**src/rtl/mul_int16_seq.sv**
```systemverilog
// -----------------------------------------------------------------------------
// mul_int16_seq
//
// Sequential shift-and-add multiplier returning the lower WIDTH bits of A*B.
// One operand pair is accepted through a valid/ready handshake. A single
// WIDTH-bit adder is then reused for exactly WIDTH iterations, consuming one
// multiplier bit per cycle. The result is held under a valid/ready output
// handshake. The result is (A * B) mod 2^WIDTH, so it is identical for
// unsigned and two's-complement operands.
//
// Handshake semantics (both sides): a transfer happens on a rising edge where
// valid and ready are both sampled high. Ready/valid are decoded from the FSM
// state only, so neither depends combinationally on the partner's signal.
// Valid is never withdrawn before its transfer, and the data stays stable
// while valid is high.
//
// Ports:
//   clk        in   1      rising-edge clock
//   rst        in   1      synchronous active-high reset
//   in_valid   in   1      operand pair on A/B is valid
//   in_ready   out  1      block can accept an operand pair (IDLE)
//   A          in   WIDTH  multiplicand
//   B          in   WIDTH  multiplier
//   out_valid  out  1      P holds a completed product (DONE)
//   out_ready  in   1      consumer accepts P
//   P          out  WIDTH  registered lower WIDTH bits of A*B
//   busy       out  1      high in RUN and DONE
//   dbg_state  out  2      current FSM state (0=IDLE, 1=RUN, 2=DONE)
// -----------------------------------------------------------------------------
module mul_int16_seq #(
    parameter int WIDTH = 16
) (
    input  logic             clk,
    input  logic             rst,
    input  logic             in_valid,
    output logic             in_ready,
    input  logic [WIDTH-1:0] A,
    input  logic [WIDTH-1:0] B,
    output logic             out_valid,
    input  logic             out_ready,
    output logic [WIDTH-1:0] P,
    output logic             busy,
    output logic [1:0]       dbg_state
);

    localparam int CW = $clog2(WIDTH);

    typedef enum logic [1:0] {
        S_IDLE = 2'd0,
        S_RUN  = 2'd1,
        S_DONE = 2'd2
    } state_t;

    state_t          r_state;
    state_t          w_next_state;

    logic [WIDTH-1:0] r_a;
    logic [WIDTH-1:0] r_b;
    logic [WIDTH-1:0] r_acc;
    logic [WIDTH-1:0] r_p;
    logic [CW-1:0]    r_cnt;

    logic [WIDTH-1:0] w_addend;
    logic [WIDTH-1:0] w_sum;
    logic             w_last;

    // Single shared adder; the carry out of the top bit is simply dropped,
    // which is what makes the product wrap modulo 2^WIDTH.
    assign w_addend = r_b[0] ? r_a : '0;
    assign w_sum    = r_acc + w_addend;

    // The step taken while cnt == WIDTH-1 is the WIDTH-th and final one.
    assign w_last   = (r_cnt == CW'(WIDTH - 1));

    // -------------------------------------------------------------------------
    // FSM: state register
    // -------------------------------------------------------------------------
    always_ff @(posedge clk) begin
        if (rst) begin
            r_state <= S_IDLE;
        end else begin
            r_state <= w_next_state;
        end
    end

    // -------------------------------------------------------------------------
    // FSM: next-state logic
    // -------------------------------------------------------------------------
    always_comb begin
        w_next_state = r_state;
        case (r_state)
            S_IDLE: begin
                if (in_valid) begin
                    w_next_state = S_RUN;
                end
            end
            S_RUN: begin
                // No early exit: the iteration count is always WIDTH.
                if (w_last) begin
                    w_next_state = S_DONE;
                end
            end
            S_DONE: begin
                if (out_ready) begin
                    w_next_state = S_IDLE;
                end
            end
            default: begin
                w_next_state = S_IDLE;
            end
        endcase
    end

    // -------------------------------------------------------------------------
    // FSM: output decode (state only, no path from in_valid/out_ready)
    // -------------------------------------------------------------------------
    always_comb begin
        in_ready  = 1'b0;
        out_valid = 1'b0;
        busy      = 1'b0;
        case (r_state)
            S_IDLE: begin
                in_ready = 1'b1;
            end
            S_RUN: begin
                busy = 1'b1;
            end
            S_DONE: begin
                out_valid = 1'b1;
                busy      = 1'b1;
            end
            default: begin
                in_ready = 1'b0;
            end
        endcase
    end

    // -------------------------------------------------------------------------
    // Datapath registers
    // -------------------------------------------------------------------------
    always_ff @(posedge clk) begin
        if (rst) begin
            r_a   <= '0;
            r_b   <= '0;
            r_acc <= '0;
            r_cnt <= '0;
            r_p   <= '0;
        end else begin
            case (r_state)
                S_IDLE: begin
                    // Operands are captured only on the accepting edge.
                    if (in_valid) begin
                        r_a   <= A;
                        r_b   <= B;
                        r_acc <= '0;
                        r_cnt <= '0;
                    end
                end
                S_RUN: begin
                    r_acc <= w_sum;
                    r_a   <= {r_a[WIDTH-2:0], 1'b0};
                    r_b   <= {1'b0, r_b[WIDTH-1:1]};
                    r_cnt <= r_cnt + 1'b1;
                    // P changes only on the RUN->DONE edge and then holds
                    // through DONE and IDLE until the next completion.
                    if (w_last) begin
                        r_p <= w_sum;
                    end
                end
                default: begin
                    r_acc <= r_acc;
                end
            endcase
        end
    end

    assign P         = r_p;
    assign dbg_state = r_state;

endmodule

```
**config.mk**
```make
export PLATFORM = sky130hd
export DESIGN_NAME = mul_int16_seq
export DESIGN_NICKNAME = d
export VERILOG_FILES = /design/src/rtl/mul_int16_seq.sv
export SDC_FILE = /design/constraint.sdc
export NUM_CORES = 1
export LEC_CHECK = 0
export BUFFER_PORTS_ARGS = -buffer_cell sky130_fd_sc_hd__buf_2
export CELL_PAD_IN_SITES_DETAIL_PLACEMENT = 1
export CELL_PAD_IN_SITES_GLOBAL_PLACEMENT = 1
export CORE_MARGIN = 3
export CORE_UTILIZATION = 46
export CTS_CLUSTER_SIZE = 24
export DETAILED_ROUTE_END_ITERATION = 8
export PLACE_DENSITY_LB_ADDON = 0.2
export SLEW_MARGIN = 30
export SYNTH_ARGS = -nofsm -noshare
export SYNTH_HDL_FRONTEND = slang
export SYNTH_SLANG_ARGS = --single-unit
```
**constraint.sdc**
```tcl
create_clock -name clk -period 3.7 [get_ports clk]
set_clock_uncertainty 0.15 [all_clocks]
set_input_delay 0 -clock clk [delete_from_list [all_inputs] [get_ports clk]]
set_output_delay 0 -clock clk [all_outputs]
set_load 0.01 [all_outputs]
```
# Yosys cells after proc, flatten, opt, wreduce, memory -nomap -nowiden
# Index checks and enable logic that the tools add are counted.
[op_classes]
shifts = 0
multipliers = 0
order_cmp = 0
n_div = 0
add_sub_neg = 2
reduce_logical = 6
muxes = 16
eq_ne = 6
n_bitwise = 0
[ops]
columns = ["op", "n"]
rows = [
  ["$pmux W16 S2", 3],
  ["$mux W16", 4],
  ["$add A16 B16 Y16", 1],
  ["$pmux W4 S2", 1],
  ["$mux W2", 3],
  ["$ne A2 B2 Y1 const B", 3],
  ["$pmux W2 S3", 1],
  ["$add A4 B1 Y4 const B", 1],
  ["$eq A4 B4 Y1 const B", 1],
  ["$mux W4", 1],
  ["$reduce_and A2 Y1", 2],
  ["$mux W1", 3],
  ["$reduce_and A3 Y1", 1],
  ["$eq A2 B1 Y1 const B", 1],
  ["$eq A2 B2 Y1 const B", 1],
  ["$logic_not A2 Y1", 1],
  ["$reduce_bool A2 Y1", 1],
  ["$reduce_or A2 Y1", 1],
]
[word_totals]
mem_bits_rw = 0
out_inout_bits = 21
mem_bits_ro = 0
regBits = 70
elab_cells = 36
in_bits = 36
latchBits = 0
n_memories = 0

# Logic depth before layout (Yosys ltp)
[depth]
depth_word = 3
depth_mapped = 10
mapped_depth_nobuf = 9

# Least setup slack after synthesis
# Ideal clock, no wire load.
[synth_path]
path_kind = "register to register"
start = "register r_b[0]"
end = "register r_p[14] (netlist: P[14])"
period_less_slack_ps = 2428
path_slack_ps = 1272
n_path_buf = 1
path_stages_with_launch = 11
setup_time_ps = 115
arrival_time_ps = 2163
required_ps = 3435
path_cell_list = "dfxtp_1 > clkbuf_1 > and2_1 > ha_1 > fa_1 > a21oi_1 > o211ai_2 > a21oi_1 > o31a_1 > xnor2_1 > a31o_1"
[synth_via]
elab_chain_cells = 2
[synth_lines]
columns = ["element", "line", "source"]
rows = [
  ["start, declared", "58", "logic [WIDTH-1:0] r_b;"],
  ["start signal, assigned", "162", "r_b <= {1'b0, r_b[WIDTH-1:1]};"],
  ["$mux W16", "69", "assign w_addend = r_b[0] ? r_a : '0;"],
  ["$add A16 B16 Y16", "70", "assign w_sum = r_acc + w_addend;"],
  ["end signal, assigned", "167", "r_p <= w_sum;"],
  ["end, declared", "60", "logic [WIDTH-1:0] r_p;"],
]
# No other way between the ends.
# A chain may end at the register's enable or synchronous reset.

# Worst setup path in the final report
# Ends and elaborated chain as after synthesis.

==> out/qor.yml <==
grt_setup_unrepaired: "no"
clkLatencyLatePin_ns: 0.35
cp-start-kind: "register"
synth_top_area_share_pct: 37.0
synth.most_common_cell: "dfxtp_1"
globalRouteOverflowTotal: 0
endpoint_kind: "register"
syn_area_um2: 3780
cts_setup_buffers: 0
layout-drive-gt1-share_pct: 17.8
post-route-period-util_pct: 72.9
critPathLaunch: "r_b[0]$_SDFFE_PP0P_"
critPathTopFamily: "compound AO/OA/AOI/OAI gates"
tightest_slew_ns: 0.783
synth_warnings: 0
start_util_pct: 48.2
required_ns: 3.79
path_max_fanout: 17
hold-worst-slack_ns: 0.0210
cts_sinks: 70
slew_viol_final: 0
crit_path_max_incr_delay_ns: 0.43
grt_max_degree: 32
syn_avg_cell_area_um2: 8.58
diodes: 0
numCtsBuffers: 9
outcome: "completed"
synth_ff_type: "dfxtp_1"
async_flop_share_pct: 0
ant_nets: 0
place_congestion: 0.823
die_area_um2: 9350
synthTopCellsByCount: "dfxtp_1, nor2_1, a211oi_1, nand2_1"
crit_type: "reg2reg"
drc: 0
maxCapViolCount: 0
cts_max_path_buffers: 2
die_y_um: 96.7
hold_path_startpoint: "rst"
coreArea_um2: 7850
grt_pass1_wl_um: 19200
antenna_found_initial: 0
area_growth_pct: 23.3
clock-root-buffer: "clkbuf_8"
hold_viol: 0
io_pins: 57
portBuffers: 56
firstDrtPassIters: 5
path_cells: "and2_1, ha_1, fa_1, a21oi_1, o211ai_2, a21oi_1, o31a_1, xnor2_1, a31o_1"
critPathArrivalTime_ns: 2.79
setup_viol: 0
synth-edff-count: 0
grt_pass1_vias: 3785
p_per_area_nw_per_um2: 425
r2r-start: "r_b[0]$_SDFFE_PP0P_"
drtIter0Drc: 127
fmax_mhz: 371
hpwlAfterDp_um: 7670
critical_path.n_buffers_inverters: 0
yosysSeqAreaShare_pct: 37.0
fill_cells: 936
synth_area_leaders: "dfxtp_1, mux2i_1, a211oi_1"
cpMaxStageDelayCell: "dfxtp_1"
htreeDepth: 3
num_vias: 3569
hp-class: "in2reg"
period_minus_slack_ns: 2.70
grt_usage_pct: 25.1
ir_drop_mv: 0.214
slew_headroom_pct: 47.8
clk_pin_slew_ns: 0.07
synth_top_area_cell: "dfxtp_1"
crit_top_cell: "a21oi_1"
num_rows: 32
routed_via_density: 5.72
ys_seq_elements: 70
synthDistinctLibCells: 54
final.setup.tns_ns: 0
finalNetCount: 575
dieWidth_um: 96.7
p_leak_nw: 1.93
wl_per_cell_um: 18.5
postCtsResizedCells: 0
cts_tree: "done"
synthCells: 441
syn-num-nets: 497
routed_wl_um: 11500
final timing paths:
kind,endpoint,slack (ns),cells past startpoint
setup reg to reg,P[14]$_SDFFE_PP0P_,1.00,9
hold reg to reg,P[5]$_SDFFE_PP0P_,0.31,2
hold / removal,r_acc[0]$_SDFFE_PP0P_,0.02,2
setup / recovery,P[14]$_SDFFE_PP0P_,1.00,9
layout make-up:
cell class	instances	area, um^2	share of cell area (%)
clock inverter	3	45.0	0.965
multi-input combinational	330	2220	47.7
timing repair buffer	96	671	14.4
sequential	70	1400	30.0
inverter	12	45.0	0.965
tap	102	128	2.74
clock buffer	11	151	3.24
sequential cells by signal, summed over array words and instances, names as in the netlist:
signal	cells
dbg_state	2
r_cnt	4
P	16
r_b	16
r_a	16
r_acc	16
per-stage QoR:
step	worst slack [ns]	std cells	total power, W	cell area [um^2]	util (%)
final	1.00	624	0.00198	4670	59.5
after global routing	0.850	624	0.00208	4670	59.5
after CTS	1.04	624	0.00198	4670	59.5
after detailed placement	1.06	574	0.00133	4110	52.4
after global placement	1.15	574	0.00130	4110	52.4
after floorplan	1.27	441	0.00120	3780	-
cells by family after synthesis:
group | synth area share [%]
and+or+nand+nor | 17.3
AOI/OAI and AO/OA | 22.0
DFF | 37.0
buffers and inverters | 4.40
muxes | 9.09
adders and majority gates | 6.81
xor gates and xnor gates | 3.47
cells in the final DEF, fill, tap and decap left out, types with 2 or more instances in the layout:
cell and count:
and3_1 3, mux2_2 3, nand3b_1 2, a222oi_1 4, a21oi_1 31, and2_1 17
a22o_1 4, inv_1 11, a2111oi_0 2, nand2b_1 3, nand2_2 2, nor3_1 7
nor2_1 54, o211ai_1 3, nand4_1 3, o21ai_1 4, xnor2_1 13, buf_2 56
ha_1 18, buf_4 4, dfxtp_1 70, dlygate4sd3_1 36, o211ai_2 2, o21a_1 4
mux2i_1 31, clkbuf_8 11, clkinvlp_4 2, o21ai_0 15, nand2_1 35, nor2_2 2
nand3_1 7, xor2_1 2, a211oi_1 35
where the power goes:
part | internal [W] | total (W) | switching [W]
combinational | 0.000196 | 0.000474 | 0.000279
clock | 0.000341 | 0.000628 | 0.000287
sequential | 0.000823 | 0.000880 | 0.0000565
repair_timing:
item                                   4_1_cts  5_1_grt
hold buffers                                36        0
setup endpoints to repair                    0        0
endpoints found under the hold margin       34        0
per-layer routing:
metal	part of all wire, %	GRT usage, %
met2	52	45.8
met3	3.0	4.97
met4	1.1	6.05
met5	0	0
met1	44	30.2
No activity file was read; power rests on OpenSTA's default activity.
